--- src/rtl/registrador_serial_tx.sv ---
// Parallel-in, serial-out byte transmitter: start 0, data LSB first, stop 1.
// Define REGISTRADOR_PARIDADE_EN to add an even-parity bit between data and stop.
module registrador_serial_tx #(
   parameter int unsigned CLKS_POR_BIT = 4
) (
   input  logic       clock,
   input  logic       reset,
   input  logic [7:0] entrada,
   input  logic       entrada_valida,
   output logic       pronto,
   output logic       saida_serial,
   output logic       ocupado
);

   localparam int unsigned DIV_W = 8;
   localparam int unsigned BIT_W = 3;
   localparam logic [DIV_W-1:0] DIV_MAX = DIV_W'(CLKS_POR_BIT - 1);

`ifdef REGISTRADOR_PARIDADE_EN
   typedef enum logic [2:0] {
      OCIOSO,
      INICIO,
      DADOS,
      PARIDADE,
      PARADA
   } estado_t;
`else
   typedef enum logic [2:0] {
      OCIOSO,
      INICIO,
      DADOS,
      PARADA
   } estado_t;
`endif

   estado_t          estado_q, estado_d;
   logic [DIV_W-1:0] div_q, div_d;
   logic [BIT_W-1:0] bit_q, bit_d;
   logic [7:0]       shift_q, shift_d;
   logic             saida_q, saida_d;
   logic             pronto_q, pronto_d;
   logic             ocupado_q, ocupado_d;
   logic             fim_bit;
`ifdef REGISTRADOR_PARIDADE_EN
   logic             paridade_q, paridade_d;
`endif

   // Next-state and next-output logic; outputs are derived from the next state.
   always_comb begin
      estado_d = estado_q;
      div_d    = div_q;
      bit_d    = bit_q;
      shift_d  = shift_q;
`ifdef REGISTRADOR_PARIDADE_EN
      paridade_d = paridade_q;
`endif
      fim_bit  = (div_q == DIV_MAX);

      // Every state change happens on fim_bit, so the wrap also realigns the divider.
      if (estado_q != OCIOSO) begin
         div_d = fim_bit ? '0 : div_q + DIV_W'(1);
      end

      case (estado_q)
         OCIOSO: begin
            if (entrada_valida && pronto_q) begin
               shift_d  = entrada;
               bit_d    = '0;
               div_d    = '0;
`ifdef REGISTRADOR_PARIDADE_EN
               paridade_d = ^entrada;
`endif
               estado_d = INICIO;
            end
         end
         INICIO: begin
            if (fim_bit) begin
               bit_d    = '0;
               estado_d = DADOS;
            end
         end
         DADOS: begin
            if (fim_bit) begin
               shift_d = {1'b0, shift_q[7:1]};
               if (bit_q == BIT_W'(7)) begin
`ifdef REGISTRADOR_PARIDADE_EN
                  estado_d = PARIDADE;
`else
                  estado_d = PARADA;
`endif
               end else begin
                  bit_d = bit_q + BIT_W'(1);
               end
            end
         end
`ifdef REGISTRADOR_PARIDADE_EN
         PARIDADE: begin
            if (fim_bit) estado_d = PARADA;
         end
`endif
         PARADA: begin
            if (fim_bit) estado_d = OCIOSO;
         end
         default: estado_d = OCIOSO;
      endcase

      case (estado_d)
         INICIO:   saida_d = 1'b0;
         DADOS:    saida_d = shift_d[0];
`ifdef REGISTRADOR_PARIDADE_EN
         PARIDADE: saida_d = paridade_d;
`endif
         default:  saida_d = 1'b1;
      endcase

      pronto_d  = (estado_d == OCIOSO);
      ocupado_d = (estado_d != OCIOSO);
   end

   // State and output registers with synchronous reset.
   always_ff @(posedge clock) begin
      if (reset) begin
         estado_q  <= OCIOSO;
         div_q     <= '0;
         bit_q     <= '0;
         shift_q   <= '0;
         saida_q   <= 1'b1;
         pronto_q  <= 1'b1;
         ocupado_q <= 1'b0;
`ifdef REGISTRADOR_PARIDADE_EN
         paridade_q <= 1'b0;
`endif
      end else begin
         estado_q  <= estado_d;
         div_q     <= div_d;
         bit_q     <= bit_d;
         shift_q   <= shift_d;
         saida_q   <= saida_d;
         pronto_q  <= pronto_d;
         ocupado_q <= ocupado_d;
`ifdef REGISTRADOR_PARIDADE_EN
         paridade_q <= paridade_d;
`endif
      end
   end

   assign pronto       = pronto_q;
   assign saida_serial = saida_q;
   assign ocupado      = ocupado_q;

endmodule

--- config.mk ---
export PLATFORM = sky130hd
export DESIGN_NAME = registrador_serial_tx
export DESIGN_NICKNAME = d
export VERILOG_FILES = /design/src/rtl/registrador_serial_tx.sv
export SDC_FILE = /design/constraint.sdc
export NUM_CORES = 1
export LEC_CHECK = 0
export BUFFER_PORTS_ARGS = -buffer_cell sky130_fd_sc_hd__buf_2
export CAP_MARGIN = 20
export CORE_ASPECT_RATIO = 1.25
export CORE_MARGIN = 4
export CORE_UTILIZATION = 59
export CTS_CLUSTER_SIZE = 10
export DETAILED_ROUTE_END_ITERATION = 7
export GPL_ROUTABILITY_DRIVEN = 0
export GPL_TIMING_DRIVEN = 1
export PLACE_DENSITY = 0.78
export SYNTH_ARGS = -nofsm -noshare
export SYNTH_HDL_FRONTEND = slang
export SYNTH_SLANG_ARGS = --single-unit
--- constraint.sdc ---
create_clock -name clock -period 4.4 [get_ports clock]
set_clock_uncertainty 0.15 [all_clocks]
set_input_delay 0 -clock clock [delete_from_list [all_inputs] [get_ports clock]]
set_output_delay 0 -clock clock [all_outputs]
set_load 0.05 [all_outputs]
==> results of run 1 <==
-- routing by layer --
layer / global-route usage / part of all wire / up-vias
li1: - / - / 567
met1: 0.261 / 0.42 / 555
met2: 0.407 / 0.54 / 27
met3: 0.0353 / 0.033 / 5
met4: 0.0808 / 0.013 / 0
met5: 0 / 0 / -
-- stage by stage --
stage	util	power (µW)	hold WS, ns	instance area (µm²)
after floorplan	-	274	-0.0784	1230
after global placement	0.646	283	0.0795	1280
after detailed placement	0.646	285	0.0838	1280
after CTS	0.741	396	0.00609	1470
after global routing	0.741	416	0.0339	1470
final	0.741	398	0.00182	1470
-- flip-flops by register name, summed over array words and instances (netlist names) --
register	flops
pronto	1
div_q	8
bit_q	3
estado_q	3
saida_serial	1
ocupado	1
shift_q	8
-- power by group through the flow --
stage / clock network, µW / registers (µW) / logic (µW)
floorplan: 0 / 244 / 30.0
global placement: 0 / 243 / 40.4
detailed placement: 0 / 244 / 41.9
CTS: 105 / 238 / 52.2
global route: 116 / 240 / 59.4
finish: 105 / 239 / 53.7
-- synth_stat cells (2+ instances only) --
master | count | area [µm²]
sky130_fd_sc_hd__ha_1 | 3 | 37.5
sky130_fd_sc_hd__a21o_1 | 2 | 15.0
sky130_fd_sc_hd__nand4_1 | 2 | 12.5
sky130_fd_sc_hd__clkbuf_1 | 2 | 7.51
sky130_fd_sc_hd__nor3_1 | 5 | 25.0
sky130_fd_sc_hd__o21ai_0 | 6 | 30.0
sky130_fd_sc_hd__dfxtp_1 | 25 | 500
sky130_fd_sc_hd__nor2b_1 | 2 | 12.5
sky130_fd_sc_hd__a22oi_1 | 7 | 52.6
sky130_fd_sc_hd__a21oi_2 | 2 | 17.5
sky130_fd_sc_hd__nand2_1 | 18 | 67.6
sky130_fd_sc_hd__and3_1 | 2 | 12.5
sky130_fd_sc_hd__nor2_1 | 12 | 45.0
sky130_fd_sc_hd__nand3b_1 | 3 | 22.5
sky130_fd_sc_hd__nand3_1 | 3 | 15.0
sky130_fd_sc_hd__a21oi_1 | 18 | 90.1
sky130_fd_sc_hd__a211oi_1 | 2 | 15.0
sky130_fd_sc_hd__buf_4 | 4 | 30.0
sky130_fd_sc_hd__or3_1 | 2 | 12.5
sky130_fd_sc_hd__or2_2 | 2 | 12.5
-- critical path, delay by kind of cell (launching register included) --
kind | cells | cell delay (ns)
AOI/OAI and AO/OA | 1 | 0.07
DFF | 1 | 0.40
and+or+nand+nor | 4 | 1.05
adders and majority gates | 1 | 0.22
buffers and inverters | 1 | 0.58
-- layout make-up --
class,instances,share of cell area
clock buffers,4,0.0179
inverters,1,0.00256
multi-input cells,111,0.468
flip-flops and latches,25,0.341
well taps,20,0.0171
repair buffers,29,0.153
-- final timing paths --
check / to / slack [ns] / depth (start not counted)
max: shift_q[2] / 1.84 / 7
min: shift_q[0] / 0.002 / 4
max reg2reg: shift_q[2] / 1.84 / 7
min reg2reg: bit_q[1] / 0.33 / 2
-- cell families after synthesis --
kind of cell    count (synthesis)  share of synthesized area
simple gates                   61                      0.272
xor+xnor                        2                     0.0142
buf+inv                         8                     0.0375
other cells                     1                    0.00304
compound gates                 44                      0.237
fa+ha+maj                       3                     0.0304
flops                          25                      0.406
-- timing repair --
item	CTS	global route
hold buffers	16	0
resized for setup	0	0
endpoints found under the hold margin	18	0
==> metrics.log, run 1 <==
INFO  metric post-route-drc-count = 0
INFO  metric vias = 1154
INFO  metric dr.first_iter.drc_count = 27
INFO  metric final-setup-viol-count = 0
INFO  metric outcome = complete, no violations
INFO  metric worst_vdd_rail_ir_drop = just under 200 µV
INFO  metric diodes = 0
INFO  metric crit_path_top_delay_cell = sky130_fd_sc_hd__dlygate4sd3_1
INFO  metric die-width = 48.9 µm
INFO  metric syn_area = 1230 µm²
INFO  metric port_buffers = 13
INFO  metric numCtsBuffers = 3
INFO  metric postRouteAntennaNets = 0
INFO  metric place_worst_setup_slack = 2.33 ns
INFO  metric min-delay-start = entrada[0]
INFO  metric path_max_fanout = 9
INFO  metric holdCritPathClass = input pin to flip-flop
INFO  metric async_flop_share = 0
INFO  metric crit_reg_reg_startpoint = div_q[0]
INFO  metric wire_per_inst = 15.6 µm
INFO  metric clock_sink_count = 25
INFO  metric synth-warning-count = 0
INFO  metric leakage = 0.000551 µW
INFO  metric worst-endpoint-required = 4.48 ns
INFO  metric slowest_delay = 0.58 ns
INFO  metric vias_per_cell = a little over 6
INFO  metric cts_setup_buffers = 0
INFO  metric placedCellCount = 170
INFO  metric die-height = slightly below 60 µm
INFO  metric first_global_vias = 1153
INFO  metric clock_path_buffers = 2
INFO  metric power.switching_fraction = 0.262
INFO  metric tritoncts_clock_tree = done
INFO  metric synth.net_count = 158
INFO  metric seqCellArea = 500 µm²
INFO  metric power.sequential.fraction = 0.600
INFO  metric max_freq = just under 400 MHz
INFO  metric timing.final.crit_period = around 2.6 ns
INFO  metric yosys.cell_types.count = 42
INFO  metric grt_first_pass_wirelength = 5120 µm
INFO  metric cellPowerDensity = approximately 270 nW/µm²
INFO  metric grt_overflow_total = 0
INFO  metric final.period_utilization = 0.582
INFO  metric grt_setup_unrepaired = false
INFO  metric mostFrequentLayoutCell = sky130_fd_sc_hd__dfxtp_1
INFO  metric die_area = 2890 µm²
INFO  metric seq_area_frac_synth = 0.406
INFO  metric synth-edff-count = 0
INFO  metric setup_tns = 0 ns
INFO  metric layout.cells.non_filler = 190
INFO  metric initial_utilization = 0.622
INFO  metric synth.avg_cell_area = 8.57 µm²
INFO  metric count_of_h_tree_levels_built_during_cts = 1
INFO  metric cell_internal_pwr = roughly 290 µW
INFO  metric fillers = 146
INFO  metric area_delta_synth_final = 19.0%
INFO  metric grt_antenna_before_repair = 0
INFO  metric worstSetupStartpoint = div_q[0]
INFO  metric layout.cells.most_common_list = sky130_fd_sc_hd__dfxtp_1 (25), sky130_fd_sc_hd__nand2_1 (18), sky130_fd_sc_hd__a21oi_1 (18)
INFO  metric hpwl = 1860 µm
INFO  metric grt_usage = 0.223
INFO  metric floorplan.core_area = between 1500 and 2000 µm²
INFO  metric worstSkewPairLatency = around 0.32 ns
INFO  metric dr.pass1.iters = 4
INFO  metric cp_data_arrival_time = 2.64 ns
INFO  metric syn_inst = approximately 140
INFO  metric register_bit_count_reported_by_yosys = 25
INFO  metric comb_power_share = 0.135
INFO  metric ordered_cell_list_for_the_critical_path = ha_1 > nor4b_4 > and3_2 > nor2_1 > nand2_1 > a21oi_1 > dlygate4sd3_1
INFO  metric synth_top_flop_cell = sky130_fd_sc_hd__dfxtp_1
INFO  metric hold_violation_count_in_the_final_report = 0
INFO  metric power.switching = 104 µW
INFO  metric finalMaxSlewViolations = 0
INFO  metric nNetsFinal = 185
INFO  metric critPathCaptureType = flip-flop
INFO  metric start_to_end_type_of_the_worst_setup_path = flip-flop to flip-flop
INFO  metric max_cap_violations = 0
INFO  metric grt_start_max_net_pins = 23
INFO  metric wl = roughly 3000 µm
INFO  metric cts_root_buf = sky130_fd_sc_hd__clkbuf_4
INFO  metric pwr-share-clk = 0.265
INFO  metric io_pins = 14
INFO  metric critPathLaunchType = flip-flop
INFO  metric rows = 18
INFO  metric cts.reportedPaths.clkPinSlew = between 0.1 and 0.15 ns
INFO  metric drive_gt1_frac = 0.171
INFO  metric multi_input_gate_area_in_the_final_layout = 687 µm²
INFO  metric post-route-worst-setup-slack = between 1.5 and 2 ns
Power figures use the tool's default switching activity.
==> run 2, diff against run 1 <==
--- a/config.mk
+++ b/config.mk
@@ -5,16 +5,17 @@
 export SDC_FILE = /design/constraint.sdc
 export NUM_CORES = 1
 export LEC_CHECK = 0
+export ABC_AREA = 1
 export BUFFER_PORTS_ARGS = -buffer_cell sky130_fd_sc_hd__buf_2
 export CAP_MARGIN = 20
 export CORE_ASPECT_RATIO = 1.25
 export CORE_MARGIN = 4
-export CORE_UTILIZATION = 59
+export CORE_UTILIZATION = 56
 export CTS_CLUSTER_SIZE = 10
 export DETAILED_ROUTE_END_ITERATION = 7
 export GPL_ROUTABILITY_DRIVEN = 0
 export GPL_TIMING_DRIVEN = 1
-export PLACE_DENSITY = 0.78
+export PLACE_DENSITY = 0.75
 export SYNTH_ARGS = -nofsm -noshare
 export SYNTH_HDL_FRONTEND = slang
 export SYNTH_SLANG_ARGS = --single-unit
==> constraint.sdc (replaced) <==
create_clock -name clock -period 2.7 [get_ports clock]
set_clock_uncertainty 0.15 [all_clocks]
set_input_delay 0 -clock clock [delete_from_list [all_inputs] [get_ports clock]]
set_output_delay 0 -clock clock [all_outputs]
set_load 0.05 [all_outputs]
==> run 2 against run 1 <==
Effect of this change: hold slack got worse by 0.0012 ns; clock power increased by 66%; sequential share of layout area down 0.71 points; final cell count increased by 16%; sequential cell count unchanged; fmax up 15%; utilization decreased by 0.10 points; via count increased by 1.3%; global-route usage shrank 0.83 points; sequential power is 66% higher; combinational power grew 120%; total power rose by 73%.
==> metrics.log, run 2 <==
INFO  metric outcome = complete, no violations
INFO  metric holdCritPathClass = input pin to flip-flop
INFO  metric worst-path-buf-inv = 2
INFO  metric cts.reportedPaths.clkPinSlew = 0.15 ns
INFO  metric min_path_cells = 4
INFO  metric crit_path_top_delay_cell = sky130_fd_sc_hd__dlygate4sd3_1
INFO  metric crit_cells = 9
INFO  metric synthDominantAreaCellType = sky130_fd_sc_hd__dfxtp_1
INFO  metric cp_data_arrival_time = 2.31 ns
INFO  metric synth.avg_cell_area = a little over 7 µm²
INFO  metric synth.net_count = roughly 180
INFO  metric post-route-drc-count = 0
INFO  metric grt_antenna_before_repair = 0
INFO  metric largest_registers = div_q x8, shift_q x8
INFO  metric drive_gt1_frac = 0.180
INFO  metric synth_xor_xnor_area_share = 0
INFO  metric grt_usage = 0.214
INFO  metric cellPowerDensity = 458 nW/µm²
INFO  metric setup_tns = 0 ns
INFO  metric die-width = 49.7 µm
INFO  metric count_of_h_tree_levels_built_during_cts = 1
INFO  metric synth_top_family_by_area = simple AND/OR/NAND/NOR gates
INFO  metric timing.critical_path.max_delay_family = buffers and inverters
INFO  metric timing.final.crit_period = roughly 2.2 ns
INFO  metric syn_area = 1220 µm²
INFO  metric leakage = 0.000688 µW
INFO  metric seq_area_frac_synth = 0.412
INFO  metric clock_path_buffers = 2
INFO  metric register_bit_count_reported_by_yosys = 25
INFO  metric initial_utilization = 0.600
INFO  metric layout.cells.non_filler = 220
INFO  metric grt_start_max_net_pins = 20
INFO  metric syn_inst = 168
INFO  metric fillers = 155
INFO  metric max_freq = 448 MHz
INFO  metric cell_internal_pwr = about 490 µW
INFO  metric area_delta_synth_final = 23.3%
INFO  metric placedCellCount = just under 200
INFO  metric post-route-worst-setup-slack = 0.466 ns
INFO  metric power = 687 µW
INFO  metric worst-endpoint-required = 2.77 ns
INFO  metric worst_vdd_rail_ir_drop = about 360 µV
INFO  metric synth_area_leaders = sky130_fd_sc_hd__dfxtp_1 (41%), sky130_fd_sc_hd__nand2_1 (14%), sky130_fd_sc_hd__a21oi_1 (6.2%)
INFO  metric cts_setup_buffers = 0
INFO  metric async_flop_share = 0
INFO  metric netlist.area_leader.share = 0.412
INFO  metric grt_overflow_total = 0
INFO  metric yosys.cell_count.top_type = sky130_fd_sc_hd__nand2_1
INFO  metric port_buffers = 13
INFO  metric wire_per_inst = 12.4 µm
INFO  metric worstSkewPairLatency = 0.32 ns
INFO  metric ordered_cell_list_for_the_critical_path = ha_1 > nand2_1 > nor2_4 > nand2_4 > inv_2 > nor2_4 > nand2_1 > a21oi_1 > dlygate4sd3_1
INFO  metric floorplan.core_area = roughly 2000 µm²
INFO  metric grt_first_pass_wirelength = 4930 µm
INFO  metric postRouteAntennaNets = 0
INFO  metric io_pins = 14
INFO  metric clock_sink_count = 25
INFO  metric vias_per_cell = 5.31
INFO  metric slowest_delay = 0.60 ns
INFO  metric hold_violation_count_in_the_final_report = 0
INFO  metric wl = 2730 µm
INFO  metric path_max_fanout = 7
INFO  metric synth-edff-count = 0
INFO  metric yosys.cell_types.count = 22
INFO  metric power.switching_fraction = 0.285
INFO  metric rows = 18
INFO  metric final_area = 1500 µm²
INFO  metric first_global_vias = 1211
INFO  metric place_worst_setup_slack = around 0.97 ns
INFO  metric final-setup-viol-count = 0
INFO  metric synth_simple_gate_area_share = 0.321
INFO  metric muxShareOfSynthArea = 0
INFO  metric start_to_end_type_of_the_worst_setup_path = flip-flop to flip-flop
INFO  metric synth_fa_ha_area_frac = 0.0309
INFO  metric synth_top_flop_cell = sky130_fd_sc_hd__dfxtp_1
INFO  metric dr.pass1.iters = 4
INFO  metric mostFrequentLayoutCell = sky130_fd_sc_hd__nand2_1
INFO  metric max_cap_violations = 0
INFO  metric critPathLaunchType = flip-flop
INFO  metric rr_worst_depth = 9
INFO  metric numCtsBuffers = 3
INFO  metric finalMaxSlewViolations = 0
INFO  metric power.sequential.fraction = 0.578
INFO  metric final.period_utilization = 0.827
INFO  metric vias = 1169
INFO  metric nNetsFinal = roughly 220
INFO  metric grt_setup_unrepaired = false
INFO  metric cts_root_buf = sky130_fd_sc_hd__clkbuf_4
INFO  metric diodes = 0
INFO  metric synth-warning-count = 0
INFO  metric hpwl = between 1500 and 2000 µm
INFO  metric pwr-share-clk = 0.253
INFO  metric placedInstanceArea = 1300 µm²
INFO  metric synth_common_cells = sky130_fd_sc_hd__nand2_1 (46), sky130_fd_sc_hd__dfxtp_1 (25), sky130_fd_sc_hd__nor2_1 (17)
INFO  metric comb_power_share = 0.169
INFO  metric critPathCaptureType = flip-flop
INFO  metric die-height = about 60 µm
INFO  metric power.switching = between 150 and 200 µW
INFO  metric synth_compound_area_frac = 0.169
INFO  metric tritoncts_clock_tree = done
INFO  metric die_area = 2990 µm²
INFO  metric layout.cells.most_common_list = sky130_fd_sc_hd__nand2_1 (46), sky130_fd_sc_hd__dfxtp_1 (25), sky130_fd_sc_hd__nor2_1 (17), sky130_fd_sc_hd__dlygate4sd3_1 (17), sky130_fd_sc_hd__a21oi_1 (15)
INFO  metric dr.first_iter.drc_count = 42
## run 2: metrics by stage
stage	hold slack, ns	utilization
after floorplan	-0.00275	-
after global placement	0.103	0.641
after detailed placement	0.119	0.641
after CTS	0.0108	0.740
after global routing	0.0310	0.740
final	0.000664	0.740
## run 2: worst paths after layout
check	startpoint	end	slack (ns)
hold / removal	entrada_valida	div_q[0]	0.0007
setup / recovery	div_q[0]	shift_q[5]	0.47
setup reg to reg	div_q[0]	shift_q[5]	0.47
hold reg to reg	div_q[1]	div_q[1]	0.34
## run 2: cell type report
type	count	area (µm²)	area share
timing repair buffer	30	235	0.157
clock inverter	1	7.51	0.00501
multi-input combinational	122	637	0.425
clock buffer	3	22.5	0.0150
tap	20	25.0	0.0167
inverter	19	71.3	0.0476
sequential	25	500	0.334
## run 2: logic make-up after synthesis
family	count (synthesis)
other cells	1
flops	25
compound gates	34
buf+inv	21
fa+ha+maj	3
simple gates	84
## run 2: worst reg2reg max path, delay by kind of cell, from the launching register on
kind / cells / cell delay, ns
compound gates: 1 / 0.06
fa+ha+maj: 1 / 0.25
buf+inv: 2 / 0.75
flops: 1 / 0.40
simple gates: 5 / 0.53
## run 2: timing repair
action,CTS,global route
hold endpoints to repair,19,0
gates resized for setup,0,0
hold buffers,17,0
## run 2: power groups by stage
stage / Clock [µW] / Sequential, µW / Combinational (µW)
final: 174 / 397 / 116
after global routing: 201 / 399 / 130
after CTS: 175 / 396 / 114
after detailed placement: 0 / 405 / 95.9
after global placement: 0 / 404 / 92.5
after floorplan: 0 / 412 / 63.5
## run 2: layer usage
metal | track usage | up-vias | routed length, µm
met5 | 0 | - | 0
met2 | 0.412 | 28 | 1480
li1 | - | 607 | -
met1 | 0.231 | 528 | 1120
met4 | 0.107 | 0 | 35
met3 | 0.0224 | 6 | 94
==> run 3, diff against run 2 <==
--- a/config.mk
+++ b/config.mk
@@ -10,12 +10,12 @@
 export CAP_MARGIN = 20
 export CORE_ASPECT_RATIO = 1.25
 export CORE_MARGIN = 4
-export CORE_UTILIZATION = 56
+export CORE_UTILIZATION = 50
 export CTS_CLUSTER_SIZE = 10
 export DETAILED_ROUTE_END_ITERATION = 7
 export GPL_ROUTABILITY_DRIVEN = 0
 export GPL_TIMING_DRIVEN = 1
-export PLACE_DENSITY = 0.75
+export PLACE_DENSITY = 0.71
 export SYNTH_ARGS = -nofsm -noshare
 export SYNTH_HDL_FRONTEND = slang
 export SYNTH_SLANG_ARGS = --single-unit
==> constraint.sdc (replaced) <==
create_clock -name clock -period 2 [get_ports clock]
set_clock_uncertainty 0.15 [all_clocks]
set_input_delay 0 -clock clock [delete_from_list [all_inputs] [get_ports clock]]
set_output_delay 0 -clock clock [all_outputs]
set_load 0.05 [all_outputs]
==> run 3 against run 2 <==
Effect of this change: sequential cell count is the same; combinational power grew 24%; clock-buffer cell count stayed put; critical path depth rose by 1; global-route usage down 3.7 points; first-iteration DRC count fell by 43%; critical path type unchanged.
==> metrics.log, run 3 (same netlist as run 2, synthesis figures left out) <==
INFO  metric tritoncts_clock_tree = done
INFO  metric largest_registers = div_q x8, shift_q x8
INFO  metric grt_first_pass_wirelength = roughly 4500 µm
INFO  metric count_of_h_tree_levels_built_during_cts = 1
INFO  metric area_delta_synth_final = 18.6%
INFO  metric max_freq = 582 MHz
INFO  metric hold_violation_count_in_the_final_report = 0
INFO  metric worstSkewPairLatency = ~0.34 ns
INFO  metric grt_antenna_before_repair = 0
INFO  metric power.switching = approximately 270 µW
INFO  metric critPathCaptureType = flip-flop
INFO  metric hpwl = ~1800 µm
INFO  metric cell_internal_pwr = 655 µW
INFO  metric final-setup-viol-count = 0
INFO  metric post-route-drc-count = 0
INFO  metric seqCellArea = 500 µm²
INFO  metric cp_data_arrival_time = 1.82 ns
INFO  metric postRouteAntennaNets = 0
INFO  metric grt_start_max_net_pins = 20
INFO  metric nNetsFinal = 208
INFO  metric placedCellCount = 210
INFO  metric grt_overflow_total = 0
INFO  metric floorplan.core_area = 2260 µm²
INFO  metric multi_input_gate_area_in_the_final_layout = 637 µm²
INFO  metric cts_root_buf = sky130_fd_sc_hd__clkbuf_4
INFO  metric finalMaxSlewViolations = 0
INFO  metric rows = 19
INFO  metric dr.pass1.iters = 4
INFO  metric finalCoreUtilization = 0.639
INFO  metric fillers = 205
INFO  metric vias_per_cell = 5.07
INFO  metric start_to_end_type_of_the_worst_setup_path = flip-flop to flip-flop
INFO  metric pwr-share-clk = 0.266
INFO  metric clock_path_buffers = 2
INFO  metric layout.cells.non_filler = 224
INFO  metric outcome = complete, no violations
INFO  metric port_buffers = 13
INFO  metric wl = 2570 µm
INFO  metric grt_usage = 0.177
INFO  metric io_pins = 14
INFO  metric setup_tns = 0 ns
INFO  metric timing.final.crit_period = 1.72 ns
INFO  metric clock_sink_count = 25
INFO  metric leakage = 0.000640 µW
INFO  metric cellPowerDensity = between 600 and 700 nW/µm²
INFO  metric diodes = 0
INFO  metric final.period_utilization = 0.859
INFO  metric dr.first_iter.drc_count = 24
INFO  metric power.sequential.fraction = 0.578
INFO  metric cts.reportedPaths.clkPinSlew = 0.15 ns
INFO  metric worst_vdd_rail_ir_drop = 619 µV
INFO  metric comb_power_share = 0.156
INFO  metric power.switching_fraction = 0.293
INFO  metric numCtsBuffers = 3
INFO  metric mostFrequentLayoutCell = sky130_fd_sc_hd__nand2_1
INFO  metric rrSetupSlack = 0.28 ns
INFO  metric first_global_vias = 1117
INFO  metric holdCritPathClass = input pin to flip-flop
INFO  metric path_max_fanout = 5
INFO  metric worst-endpoint-required = 2.11 ns
INFO  metric initial_utilization = 0.539
INFO  metric layout.cells.most_common_list = sky130_fd_sc_hd__nand2_1 (46), sky130_fd_sc_hd__dfxtp_1 (25), sky130_fd_sc_hd__nor2_1 (17)
INFO  metric grt_setup_unrepaired = false
INFO  metric drive_gt1_frac = 0.187
INFO  metric critPathLaunchType = flip-flop
INFO  metric wire_per_inst = between 10 and 15 µm
INFO  metric max_cap_violations = 0
INFO  metric vias = 1136
INFO  metric die-width = 52.1 µm
INFO  metric die-height = between 60 and 70 µm
INFO  metric die_area = 3290 µm²
[run 3: layer usage]
layer  wire [µm]  part of all wire  track usage
met5           0                 0            0
met4          44             0.017       0.0754
met3          71             0.028       0.0377
met2        1400              0.54        0.322
met1        1050              0.41        0.189
[run 3: final timing paths]
| check | startpoint | cells after the start | to |
|---|---|---|---|
| worst min-delay path | entrada[7] | 4 | shift_q[7] |
| worst min register to register | shift_q[7] | 2 | shift_q[7] |
| worst max register to register | div_q[0] | 10 | saida_serial |
| worst max-delay path | div_q[0] | 10 | saida_serial |
[run 3: layout make-up]
class / instances / area share
Timing Repair Buffer: 23 / 0.114
Clock inverter: 1 / 0.00520
Multi-Input combinational cell: 122 / 0.441
Sequential cell: 25 / 0.347
Tap cell: 31 / 0.0269
Clock buffer: 3 / 0.0156
Inverter: 19 / 0.0494
[run 3: repair_timing]
item,4_1_cts,5_1_grt
hold buffers,10,0
endpoints found under the hold margin,19,0
gates resized for setup,0,0
buffers inserted,0,0
[run 3: critical path, stage by stage, from the launching register on]
cell                      delay [ns]
sky130_fd_sc_hd__dfxtp_1        0.41
sky130_fd_sc_hd__ha_1           0.25
sky130_fd_sc_hd__nand2_1        0.08
sky130_fd_sc_hd__nor2_1         0.10
sky130_fd_sc_hd__nand2_1        0.10
sky130_fd_sc_hd__nand2_1        0.07
sky130_fd_sc_hd__nand2_1        0.05
sky130_fd_sc_hd__nor2_2         0.19
sky130_fd_sc_hd__nand3_1        0.09
sky130_fd_sc_hd__nand2_1        0.07
sky130_fd_sc_hd__nand2_1        0.05
[run 3: stage by stage]
| step | instance area, µm² | hold WS [ns] | setup slack [ns] | total power (µW) |
|---|---|---|---|---|
| floorplan | 1220 | -0.00275 | 0.288 | 642 |
| global placement | 1310 | 0.116 | 0.278 | 671 |
| detailed placement | 1310 | 0.112 | 0.287 | 675 |
| CTS | 1440 | 0.297 | 0.264 | 929 |
| global route | 1440 | 0.313 | 0.00543 | 980 |
| finish | 1440 | 0.295 | 0.282 | 927 |
[run 3: power by group through the flow]
| stage | clock network (µW) | logic, µW | registers [µW] |
|---|---|---|---|
| final | 247 | 144 | 536 |
| after global routing | 278 | 164 | 538 |
| after CTS | 250 | 144 | 535 |
| after detailed placement | 0 | 129 | 546 |
| after global placement | 0 | 126 | 545 |
| after floorplan | 0 | 85.7 | 556 |
